File: src/rtl/spike_delay_pkg.sv
// Shared types and helpers for the spike delay line: FSM states, delay clamp,
// channel popcount and the spike counter width.
package spike_delay_pkg;

  typedef enum logic [0:0] {
    FILL = 1'b0,
    RUN  = 1'b1
  } state_e;

  localparam int CNT_W   = 32;
  localparam int MAX_NCH = 256;

  // Delay 0 is meaningless (read would hit the write slot), so it becomes 1.
  function automatic logic [31:0] clamp_delay(input logic [31:0] req, input logic [31:0] depth);
    logic [31:0] res;
    if (req == 32'd0) begin
      res = 32'd1;
    end else if (req >= depth) begin
      res = depth - 32'd1;
    end else begin
      res = req;
    end
    return res;
  endfunction

  function automatic logic [CNT_W-1:0] popcount(input logic [MAX_NCH-1:0] v);
    logic [CNT_W-1:0] n;
    n = '0;
    for (int i = 0; i < MAX_NCH; i++) begin
      n = n + CNT_W'(v[i]);
    end
    return n;
  endfunction

endpackage

File: src/rtl/spike_ring_ram.sv
// Simple dual-port ring buffer storage: one write port, one synchronous read
// port, single clock. Contents are deliberately not reset so it maps to block RAM.
module spike_ring_ram #(
  parameter int NCH   = 1,
  parameter int DEPTH = 100,
  localparam int AW   = $clog2(DEPTH)
) (
  input  logic           i_clk1,
  input  logic           i_we,
  input  logic [AW-1:0]  i_waddr,
  input  logic [NCH-1:0] i_din,
  input  logic           i_re,
  input  logic [AW-1:0]  i_raddr,
  output logic [NCH-1:0] o_dout
);

  logic [NCH-1:0] r_mem [DEPTH];

  // Write and registered read share the tick edge; addresses never collide.
  always_ff @(posedge i_clk1) begin
    if (i_we) begin
      r_mem[i_waddr] <= i_din;
    end
    if (i_re) begin
      o_dout <= r_mem[i_raddr];
    end
  end

endmodule

File: src/rtl/spike_delay_line.sv
// Multi-channel spike delay line: spikes are written each tick and replayed D
// ticks later. Optional spike counter enabled by macro SPIKE_DELAY_CNT_EN.
module spike_delay_line
  import spike_delay_pkg::*;
#(
  parameter int NCH           = 1,
  parameter int DEPTH         = 100,
  parameter int DEFAULT_DELAY = 5,
  localparam int AW           = $clog2(DEPTH)
) (
  input  logic             i_clk1,
  input  logic             i_reset,
  input  logic             i_sample_en,
  input  logic [NCH-1:0]   i_spike_in,
  input  logic             i_delay_ld,
  input  logic [AW-1:0]    i_delay_in,
  output logic [NCH-1:0]   o_spike_out,
  output logic             o_filled,
  output logic             o_delay_clamped
`ifdef SPIKE_DELAY_CNT_EN
  ,
  output logic [CNT_W-1:0] o_spike_cnt
`endif
);

  state_e         r_state;
  state_e         w_next_state;
  logic [AW-1:0]  r_wr_ptr;
  logic [AW-1:0]  r_fill_cnt;
  logic [AW-1:0]  r_delay;
  logic           r_valid;
  logic           r_clamped;
  logic [AW-1:0]  w_fill_cnt_nxt;
  logic           w_valid_nxt;
  logic [AW-1:0]  w_wr_ptr_nxt;
  logic [AW-1:0]  w_rd_addr;
  logic [AW-1:0]  w_delay_new;
  logic           w_clamp_hit;
  logic           w_fill_done;
  logic [NCH-1:0] w_ram_dout;

  assign w_delay_new  = AW'(clamp_delay(32'(i_delay_in), 32'(DEPTH)));
  assign w_clamp_hit  = (i_delay_in == '0) || (32'(i_delay_in) >= 32'(DEPTH));
  assign w_fill_done  = (r_fill_cnt == (r_delay - AW'(1)));
  assign w_wr_ptr_nxt = (r_wr_ptr == AW'(DEPTH - 1)) ? '0 : (r_wr_ptr + AW'(1));
  // Modular subtraction; the intermediate may wrap in AW bits but the result is < DEPTH.
  assign w_rd_addr    = (r_wr_ptr < r_delay) ? (r_wr_ptr + AW'(DEPTH) - r_delay)
                                             : (r_wr_ptr - r_delay);

  spike_ring_ram #(
    .NCH  (NCH),
    .DEPTH(DEPTH)
  ) u_ram (
    .i_clk1 (i_clk1),
    .i_we   (i_sample_en),
    .i_waddr(r_wr_ptr),
    .i_din  (i_spike_in),
    .i_re   (i_sample_en),
    .i_raddr(w_rd_addr),
    .o_dout (w_ram_dout)
  );

  always_ff @(posedge i_clk1 or posedge i_reset) begin
    if (i_reset) begin
      r_state <= FILL;
    end else begin
      r_state <= w_next_state;
    end
  end

  always_comb begin
    w_next_state = r_state;
    if (i_delay_ld) begin
      w_next_state = FILL;
    end else if (i_sample_en) begin
      case (r_state)
        FILL:    w_next_state = w_fill_done ? RUN : FILL;
        RUN:     w_next_state = RUN;
        default: w_next_state = FILL;
      endcase
    end else begin
      w_next_state = r_state;
    end
  end

  // A tick that coincides with a delay load is written but not counted toward fill.
  always_comb begin
    w_fill_cnt_nxt = r_fill_cnt;
    w_valid_nxt    = r_valid;
    if (i_delay_ld) begin
      w_fill_cnt_nxt = '0;
      w_valid_nxt    = 1'b0;
    end else if (i_sample_en) begin
      case (r_state)
        FILL: begin
          w_fill_cnt_nxt = w_fill_done ? '0 : (r_fill_cnt + AW'(1));
          w_valid_nxt    = 1'b0;
        end
        RUN: begin
          w_fill_cnt_nxt = '0;
          w_valid_nxt    = 1'b1;
        end
        default: begin
          w_fill_cnt_nxt = '0;
          w_valid_nxt    = 1'b0;
        end
      endcase
    end else begin
      w_fill_cnt_nxt = r_fill_cnt;
      w_valid_nxt    = r_valid;
    end
  end

  always_ff @(posedge i_clk1 or posedge i_reset) begin
    if (i_reset) begin
      r_wr_ptr   <= '0;
      r_fill_cnt <= '0;
      r_delay    <= AW'(DEFAULT_DELAY);
      r_valid    <= 1'b0;
      r_clamped  <= 1'b0;
    end else begin
      r_fill_cnt <= w_fill_cnt_nxt;
      r_valid    <= w_valid_nxt;
      if (i_sample_en) begin
        r_wr_ptr <= w_wr_ptr_nxt;
      end
      if (i_delay_ld) begin
        r_delay   <= w_delay_new;
        r_clamped <= w_clamp_hit;
      end
    end
  end

  // RAM data only moves on ticks; r_valid masks stale contents during fill.
  assign o_spike_out     = w_ram_dout & {NCH{r_valid}};
  assign o_filled        = r_valid;
  assign o_delay_clamped = r_clamped;

`ifdef SPIKE_DELAY_CNT_EN
  logic               r_cnt_pend;
  logic [CNT_W-1:0]   r_spike_cnt;
  logic [CNT_W:0]     w_cnt_sum;

  assign w_cnt_sum = {1'b0, r_spike_cnt} + {1'b0, popcount(MAX_NCH'(o_spike_out))};

  // Emitted word is only visible the cycle after its RUN tick, so accumulate one clock late.
  always_ff @(posedge i_clk1 or posedge i_reset) begin
    if (i_reset) begin
      r_cnt_pend  <= 1'b0;
      r_spike_cnt <= '0;
    end else if (i_delay_ld) begin
      r_cnt_pend  <= 1'b0;
      r_spike_cnt <= '0;
    end else begin
      r_cnt_pend <= i_sample_en && (r_state == RUN);
      if (r_cnt_pend) begin
        r_spike_cnt <= w_cnt_sum[CNT_W] ? {CNT_W{1'b1}} : w_cnt_sum[CNT_W-1:0];
      end
    end
  end

  assign o_spike_cnt = r_spike_cnt;
`endif

endmodule

File: config.mk
export PLATFORM = sky130hd
export DESIGN_NAME = spike_delay_line
export DESIGN_NICKNAME = d
export VERILOG_FILES = /design/src/rtl/spike_delay_pkg.sv /design/src/rtl/spike_ring_ram.sv /design/src/rtl/spike_delay_line.sv
export SDC_FILE = /design/constraint.sdc
export NUM_CORES = 1
export LEC_CHECK = 0
export CAP_MARGIN = 10
export CORE_MARGIN = 10
export CORE_UTILIZATION = 44
export DETAILED_ROUTE_END_ITERATION = 12
export GPL_TIMING_DRIVEN = 0
export SLEW_MARGIN = 20
export SYNTH_ARGS = -nofsm -noshare
export SYNTH_HDL_FRONTEND = slang
export SYNTH_HIERARCHICAL = 1
export SYNTH_SLANG_ARGS = --single-unit
File: constraint.sdc
create_clock -name i_clk1 -period 4.67 [get_ports i_clk1]
set_clock_uncertainty 0.15 [all_clocks]
set_input_delay 1.1675 -clock i_clk1 [delete_from_list [all_inputs] [get_ports i_clk1]]
set_output_delay 1.1675 -clock i_clk1 [all_outputs]
set_load 0.02 [all_outputs]
==> impl_metrics.csv, run 1 <==
group,metric,value,unit
worst_setup_path,worstSetupPathType,"register to register",
detailed_routing,drtIter0Drc,273,
final_layout,antenna_cells,0,
final_layout,drive_gt1_share,12.37,%
worst_setup_path,cp-start-kind,"register",
timing,tightestPinTransition,0.9400,ns
global_routing,grt_pass1_wl,23440,um
timing,clock.fmax,229.2,MHz
worst_hold_path,hold_class,"register to register",
global_routing,grt_overflow,0,
floorplanning,start_util,44.65,%
cts,root_buffer,"clkbuf_16",
pwr,max-vdd-ir-drop,0.4444,mV
timing,relSlewSlack,37.27,%
timing,post-route-min-period,4.363,ns
floorplanning,dieArea,19880,um^2
yosys,avgSynthCellArea,11.79,um^2
detailed_routing,num_vias,4338,
floorplanning,rows,44,
yosys,synth_warnings,6,
floorplanning,ioPinCount,15,
cts,cts_tree,"yes",
flow_run,maxCapViolCount,0,
final_layout,layout_commonest_cell,"nor2_1",
cts,htreeDepth,4,
yosys,synthCells,546,
worst_setup_path,cp_slowest_stage_delay,0.69,ns
worst_setup_path,cp-end-kind,"register",
worst_setup_path,arrival,4.34,ns
timing,hold_viol,0,
worst_setup_path,reg2reg_to,"u_ram/o_dout$_DFFE_PP_",
cts,cts_sinks,125,
floorplanning,chipWidth,141.0,um
worst_setup_path,slowest_stage,"dfrtp_1",
final_layout,nNetsFinal,612,
timing,rsz0062_at_grt,"false",
outcome,outcome,"finished clean",
worst_setup_path,r2r-start,"r_wr_ptr[3]$_DFFE_PP0P_",
timing,tns,0,ns
placement,dpl.hpwl,10010,um
detailed_routing,via_per_inst,5.605,
global_routing,grt_antenna_before_repair,0,
detailed_routing,wl_per_cell,18.71,um
worst_setup_path,r2r_cells,15,
placement,gp_congestion,0.8617,
timing,timing.final.crit_share,93.43,%
global_routing,grt_max_degree,69,
worst_setup_path,critPathRequiredTime,4.65,ns
yosys,synth_cell_type_count,56,
placement,io_buffers,13,
global_routing,grt_pass1_vias,4445,
pwr,p_per_area,632.4,nW/um^2
yosys,ys.flop_type,"edfxtp_1",
cts,clk_latency,0.42,ns
yosys,synth_area,6440,um^2
timing,slew_violations,0,
final_layout,area_growth,14.98,%
worst_setup_path,crit_end,"u_ram/o_dout$_DFFE_PP_",
detailed_routing,drt_pre_antenna_iters,5,
yosys,ys_seq_area_share,56.46,%
timing,timing.final.ws_setup,0.3067,ns
detailed_routing,ant_nets,0,
yosys,synth_edf_count,101,
worst_setup_path,cp_max_fo,14,
cts,cts_hold_buf,0,
yosys,synth.net_count,580,
cts,cts_buffers,17,
pwr,p_leak,2.617,nW
cts,cts.clk_slew.worst_paths,0.05,ns
detailed_routing,drcViolationCount,0,
detailed_routing,drt_wl_total,14480,um
worst_setup_path,r2r_slack,0.31,ns
worst_setup_path,crit_chain,"ha_1, inv_1, fa_1, nand2_1, o211ai_1, a21oi_4, nor2_1, a21oi_1, buf_4, buf_6, mux4_2, mux2i_1, o21ai_0, a2111oi_1, a2111oi_2",
global_routing,grt_use_total,15.19,%
final_layout,final_cell_mix,"nor2_1, edfxtp_1, nand2_1, inv_1, dfrtp_1",
placement,place_ws,-0.3950,ns
cts,clock_path_buffers,2,
yosys,ys_ff_latch,125,
floorplanning,core,14420,um^2
floorplanning,die_h,141.0,um
yosys,async_reset_ff_share,19.20,%
timing,setup_viol,0,
worst_setup_path,startpoint,"r_wr_ptr[3]$_DFFE_PP0P_",
## state kept, by name, summed over array words and instances (netlist names)
signal and cells:
o_filled 1, r_state 1, u_ram/o_dout 1, o_delay_clamped 1, r_wr_ptr 7, r_delay 7
u_ram/r_mem 100, r_fill_cnt 7
## cell usage after synthesis (all sizes together) (4+ instances only)
master	number	area [um^2]
nor2	125	469.2
edfxtp	101	3033
nand2	38	142.6
inv	28	107.6
dfrtp	22	550.5
mux2i	19	190.2
mux4	19	431.7
nand3	18	90.09
ha	17	212.7
o21ai	14	70.07
clkbuf	13	48.80
xnor2	12	105.1
a21oi	11	55.05
buf	10	77.57
nor2b	10	62.56
xor2	8	70.07
nor3	7	35.03
a31oi	5	31.28
and3	5	31.28
fa	5	100.1
mux2	5	56.30
nand4	5	31.28
nand2b	4	25.02
o22ai	4	25.02
## critical path, delay by kind of cell, from the launching register on
kind	cells	cell delay, ns
mux	2	0.51
simple gates	2	0.15
compound gates	6	1.38
fa+ha+maj	2	0.67
buf+inv	3	0.49
flops	1	0.69
## layout make-up
cell class | instances | area, um^2
well taps | 184 | 230.2
fillers | 1284 | 7019
clock inverters | 14 | 145.1
clock buffers | 17 | 425.4
flip-flops and latches | 125 | 3636
multi-input cells | 370 | 2590
repair buffers | 14 | 147.6
plain buffers | 22 | 122.6
inverters | 28 | 107.6
## worst min path at each step
stage                                startpoint                          end  slack, ns  cells past startpoint
floorplan                   r_state$_DFFE_PP0P_          r_state$_DFFE_PP0P_       0.34                      2
global placement    o_delay_clamped$_DFFE_PP0P_  o_delay_clamped$_DFFE_PP0P_       0.31                      1
detailed placement  o_delay_clamped$_DFFE_PP0P_  o_delay_clamped$_DFFE_PP0P_       0.32                      1
CTS                 o_delay_clamped$_DFFE_PP0P_  o_delay_clamped$_DFFE_PP0P_       0.34                      1
global route        o_delay_clamped$_DFFE_PP0P_  o_delay_clamped$_DFFE_PP0P_       0.36                      1
finish              o_delay_clamped$_DFFE_PP0P_  o_delay_clamped$_DFFE_PP0P_       0.33                      1
## timing repair
item | in CTS | in global routing
resized for setup | 3 | 2
pin swaps | 0 | 0
setup endpoints to repair | 1 | 1
setup buffers | 0 | 0
## kinds of logic after synthesis
logic type | count (synthesis) | synth area share [%]
AOI/OAI and AO/OA | 62 | 6.684
and+or+nand+nor | 223 | 15.12
DFF | 125 | 56.46
muxes | 43 | 10.53
buffers and inverters | 51 | 3.633
adders and majority gates | 22 | 4.857
xor gates and xnor gates | 20 | 2.720
## per-layer routing
layer | wire length [um] | track usage, % | part of all wire, %
met1 | 6233 | 18.53 | 43
met5 | 0 | 0 | 0
met2 | 7298 | 25.42 | 50
met3 | 709 | 3.594 | 4.9
met4 | 236 | 5.924 | 1.6
## where the power goes
group	switching, mW	internal (mW)	total, mW
clock	0.485	0.780	1.26
sequential	0.0768	1.27	1.34
combinational	1.22	0.853	2.08
total	1.78	2.90	4.68
## through the flow
step / total power [mW] / hold WS (ns) / util (%) / std cells / cell area, um^2
CTS: 4.691 / 0.3368 / 51.28 / 775 / 7397
global route: 4.936 / 0.3564 / 51.34 / 774 / 7405
detailed placement: 3.385 / 0.3247 / 47.27 / 744 / 6818
finish: 4.683 / 0.3286 / 51.34 / 774 / 7405
global placement: 3.363 / 0.3143 / 47.15 / 743 / 6800
floorplan: 2.834 / 0.3390 / - / 546 / 6440
No activity file was read; power rests on OpenSTA's default activity.
==> run 2, diff against run 1 <==
--- a/config.mk
+++ b/config.mk
@@ -5,9 +5,11 @@
 export SDC_FILE = /design/constraint.sdc
 export NUM_CORES = 1
 export LEC_CHECK = 0
+export ABC_CLOCK_PERIOD_IN_PS = 4670
 export CAP_MARGIN = 10
 export CORE_MARGIN = 10
 export CORE_UTILIZATION = 44
+export CTS_CLUSTER_SIZE = 28
 export DETAILED_ROUTE_END_ITERATION = 12
 export GPL_TIMING_DRIVEN = 0
 export SLEW_MARGIN = 20
==> constraint.sdc (replaced) <==
create_clock -name i_clk1 -period 4.67 [get_ports i_clk1]
set_clock_uncertainty 0.15 [all_clocks]
set_input_delay 1.1675 -clock i_clk1 [delete_from_list [all_inputs] [get_ports i_clk1]]
set_output_delay 1.1675 -clock i_clk1 [all_outputs]
set_load 0.1 [all_outputs]
==> results of run 2 <==
The final DEF is identical to that of run 1. Status: finished clean.
Among the figures that moved: total power 4.683 mW -> 4.689 mW
==> run 3, diff against run 2 <==
--- a/config.mk
+++ b/config.mk
@@ -12,7 +12,6 @@
 export CTS_CLUSTER_SIZE = 28
 export DETAILED_ROUTE_END_ITERATION = 12
 export GPL_TIMING_DRIVEN = 0
-export SLEW_MARGIN = 20
 export SYNTH_ARGS = -nofsm -noshare
 export SYNTH_HDL_FRONTEND = slang
 export SYNTH_HIERARCHICAL = 1
==> impl_metrics.csv, run 3 (synthesized netlist as in run 1, its figures left out) <==
group,metric,value,unit
timing,post-route-min-period,4.363,ns
final_layout,layout_commonest_cell,"nor2_1",
timing,slew_violations,0,
placement,dpl.hpwl,10010,um
global_routing,use_met3,3.594,%
worst_setup_path,reg2reg_to,"u_ram/o_dout$_DFFE_PP_",
detailed_routing,ant_nets,0,
worst_hold_path,hp-start,"o_delay_clamped$_DFFE_PP0P_",
pwr,p_per_area,633.6,nW/um^2
detailed_routing,via_per_inst,5.597,
global_routing,grt_max_degree,69,
timing,rsz0062_at_grt,"false",
global_routing,grt_pass1_wl,23440,um
worst_setup_path,r2r_slack,0.31,ns
detailed_routing,drtIter0Drc,273,
global_routing,grt_use_met1,18.53,%
worst_setup_path,cp-start-kind,"register",
floorplanning,rows,44,
placement,gp_congestion,0.8617,
final_layout,antenna_cells,0,
cts,cts_sinks,125,
placement,place_ws,-0.3950,ns
placement,io_buffers,13,
timing,timing.final.ws_setup,0.3068,ns
worst_setup_path,cp-end-kind,"register",
worst_setup_path,critPathRequiredTime,4.65,ns
cts,clock_path_buffers,2,
pwr,p_leak,2.616,nW
worst_setup_path,cp_max_fo,14,
detailed_routing,drt_pre_antenna_iters,5,
final_layout,fillers,1285,
worst_hold_path,hold_depth,1,
final_layout,drive_gt1_share,12.37,%
floorplanning,start_util,44.65,%
cts,cts_hold_buf,0,
global_routing,grt_overflow,0,
timing,hold_viol,0,
pwr,max-vdd-ir-drop,0.4447,mV
timing,timing.final.crit_share,93.43,%
detailed_routing,drcViolationCount,0,
worst_setup_path,worstSetupPathType,"register to register",
floorplanning,core,14420,um^2
detailed_routing,num_vias,4332,
cts,cts_buffers,17,
final_layout,nNetsFinal,612,
worst_setup_path,arrival,4.34,ns
final_layout,regMostFlops,"u_ram/r_mem",
floorplanning,ioPinCount,15,
worst_hold_path,hold_class,"register to register",
final_layout,area_growth,14.94,%
outcome,outcome,"finished clean",
cts,post_cts_buffers,0,
timing,clock.fmax,229.2,MHz
floorplanning,dieArea,19880,um^2
global_routing,busiest_layer,"met2",
flow_run,maxCapViolCount,0,
floorplanning,chipWidth,141.0,um
detailed_routing,drt_wl_total,14480,um
final_layout,largest_reg_flops,100,
global_routing,grt_antenna_before_repair,0,
timing,tightestPinTransition,0.9702,ns
cts,htreeDepth,4,
cts,cts_tree,"yes",
timing,setup_viol,0,
global_routing,grt_use_total,15.19,%
cts,clk_latency,0.42,ns
cts,cts.clk_slew.worst_paths,0.05,ns
cts,root_buffer,"clkbuf_16",
global_routing,grt_pass1_vias,4445,
final_layout,final_cell_mix,"nor2_1, edfxtp_1, nand2_1, inv_1, dfrtp_1",
timing,relSlewSlack,35.12,%
worst_hold_path,worstHoldEndpoint,"o_delay_clamped$_DFFE_PP0P_",
timing,hold_slack,0.3286,ns
floorplanning,die_h,141.0,um
worst_setup_path,r2r_cells,15,
worst_setup_path,r2r-start,"r_wr_ptr[3]$_DFFE_PP0P_",
global_routing,grt_use_met2,25.42,%
worst_setup_path,startpoint,"r_wr_ptr[3]$_DFFE_PP0P_",
detailed_routing,wl_per_cell,18.71,um
[run 3: layer usage]
metal  vias to the layer above  wire length, um
met1                      2170             6244
met4                         0              236
met3                        17              712
met2                       107             7287
li1                       2038                -
met5                         -                0
[run 3: power by group]
| part | switching, mW | internal (mW) |
|---|---|---|
| sequential | 0.0768 | 1.27 |
| combinational | 1.23 | 0.853 |
| clock | 0.485 | 0.780 |
[run 3: per-stage QoR]
| stage | std cells | power (mW) | setup TNS (ns) | utilization [%] | cell area, um^2 |
|---|---|---|---|---|---|
| 5_1_grt | 774 | 4.942 | 0 | 51.32 | 7402 |
| 3_3_place_gp | 743 | 3.370 | -0.2537 | 47.15 | 6800 |
| 2_1_floorplan | 546 | 2.840 | 0 | - | 6440 |
| 4_1_cts | 775 | 4.697 | 0 | 51.27 | 7395 |
| 3_5_place_dp | 744 | 3.391 | -0.3950 | 47.25 | 6815 |
| 6_report | 774 | 4.690 | 0 | 51.32 | 7402 |
[run 3: cell type report]
class,instances,area [um^2],area share (%)
clock buffers,17,425.4,5.747
flip-flops and latches,125,3636,49.12
repair buffers,14,145.1,1.961
multi-input cells,370,2590,34.99
clock inverters,14,145.1,1.961
plain buffers,22,122.6,1.657
well taps,184,230.2,3.110
inverters,28,107.6,1.454
[run 3: timing repair]
action	in CTS	in global routing
endpoints found under the setup margin	1	1
hold endpoints to repair	0	0
resized for setup	3	2
[run 3: worst max-delay path, cell delays in order (launching register included)]
cell and delay [ns]:
dfrtp_1 0.69, ha_1 0.26, inv_1 0.06, fa_1 0.41, nand2_1 0.08, o211ai_1 0.15
a21oi_4 0.29, nor2_1 0.07, a21oi_1 0.17, buf_4 0.22, buf_6 0.21, mux4_2 0.33
mux2i_1 0.18, o21ai_0 0.11, a2111oi_1 0.52, a2111oi_2 0.14
[run 3: worst max-delay path by stage]
stage | endpoint | slack (ns) | depth (start not counted)
floorplan | u_ram/o_dout$_DFFE_PP_ | 0.84 | 15
global placement | u_ram/o_dout$_DFFE_PP_ | -0.25 | 14
detailed placement | u_ram/o_dout$_DFFE_PP_ | -0.40 | 14
CTS | u_ram/o_dout$_DFFE_PP_ | 0.13 | 16
global route | u_ram/o_dout$_DFFE_PP_ | 0.04 | 15
finish | u_ram/o_dout$_DFFE_PP_ | 0.31 | 15
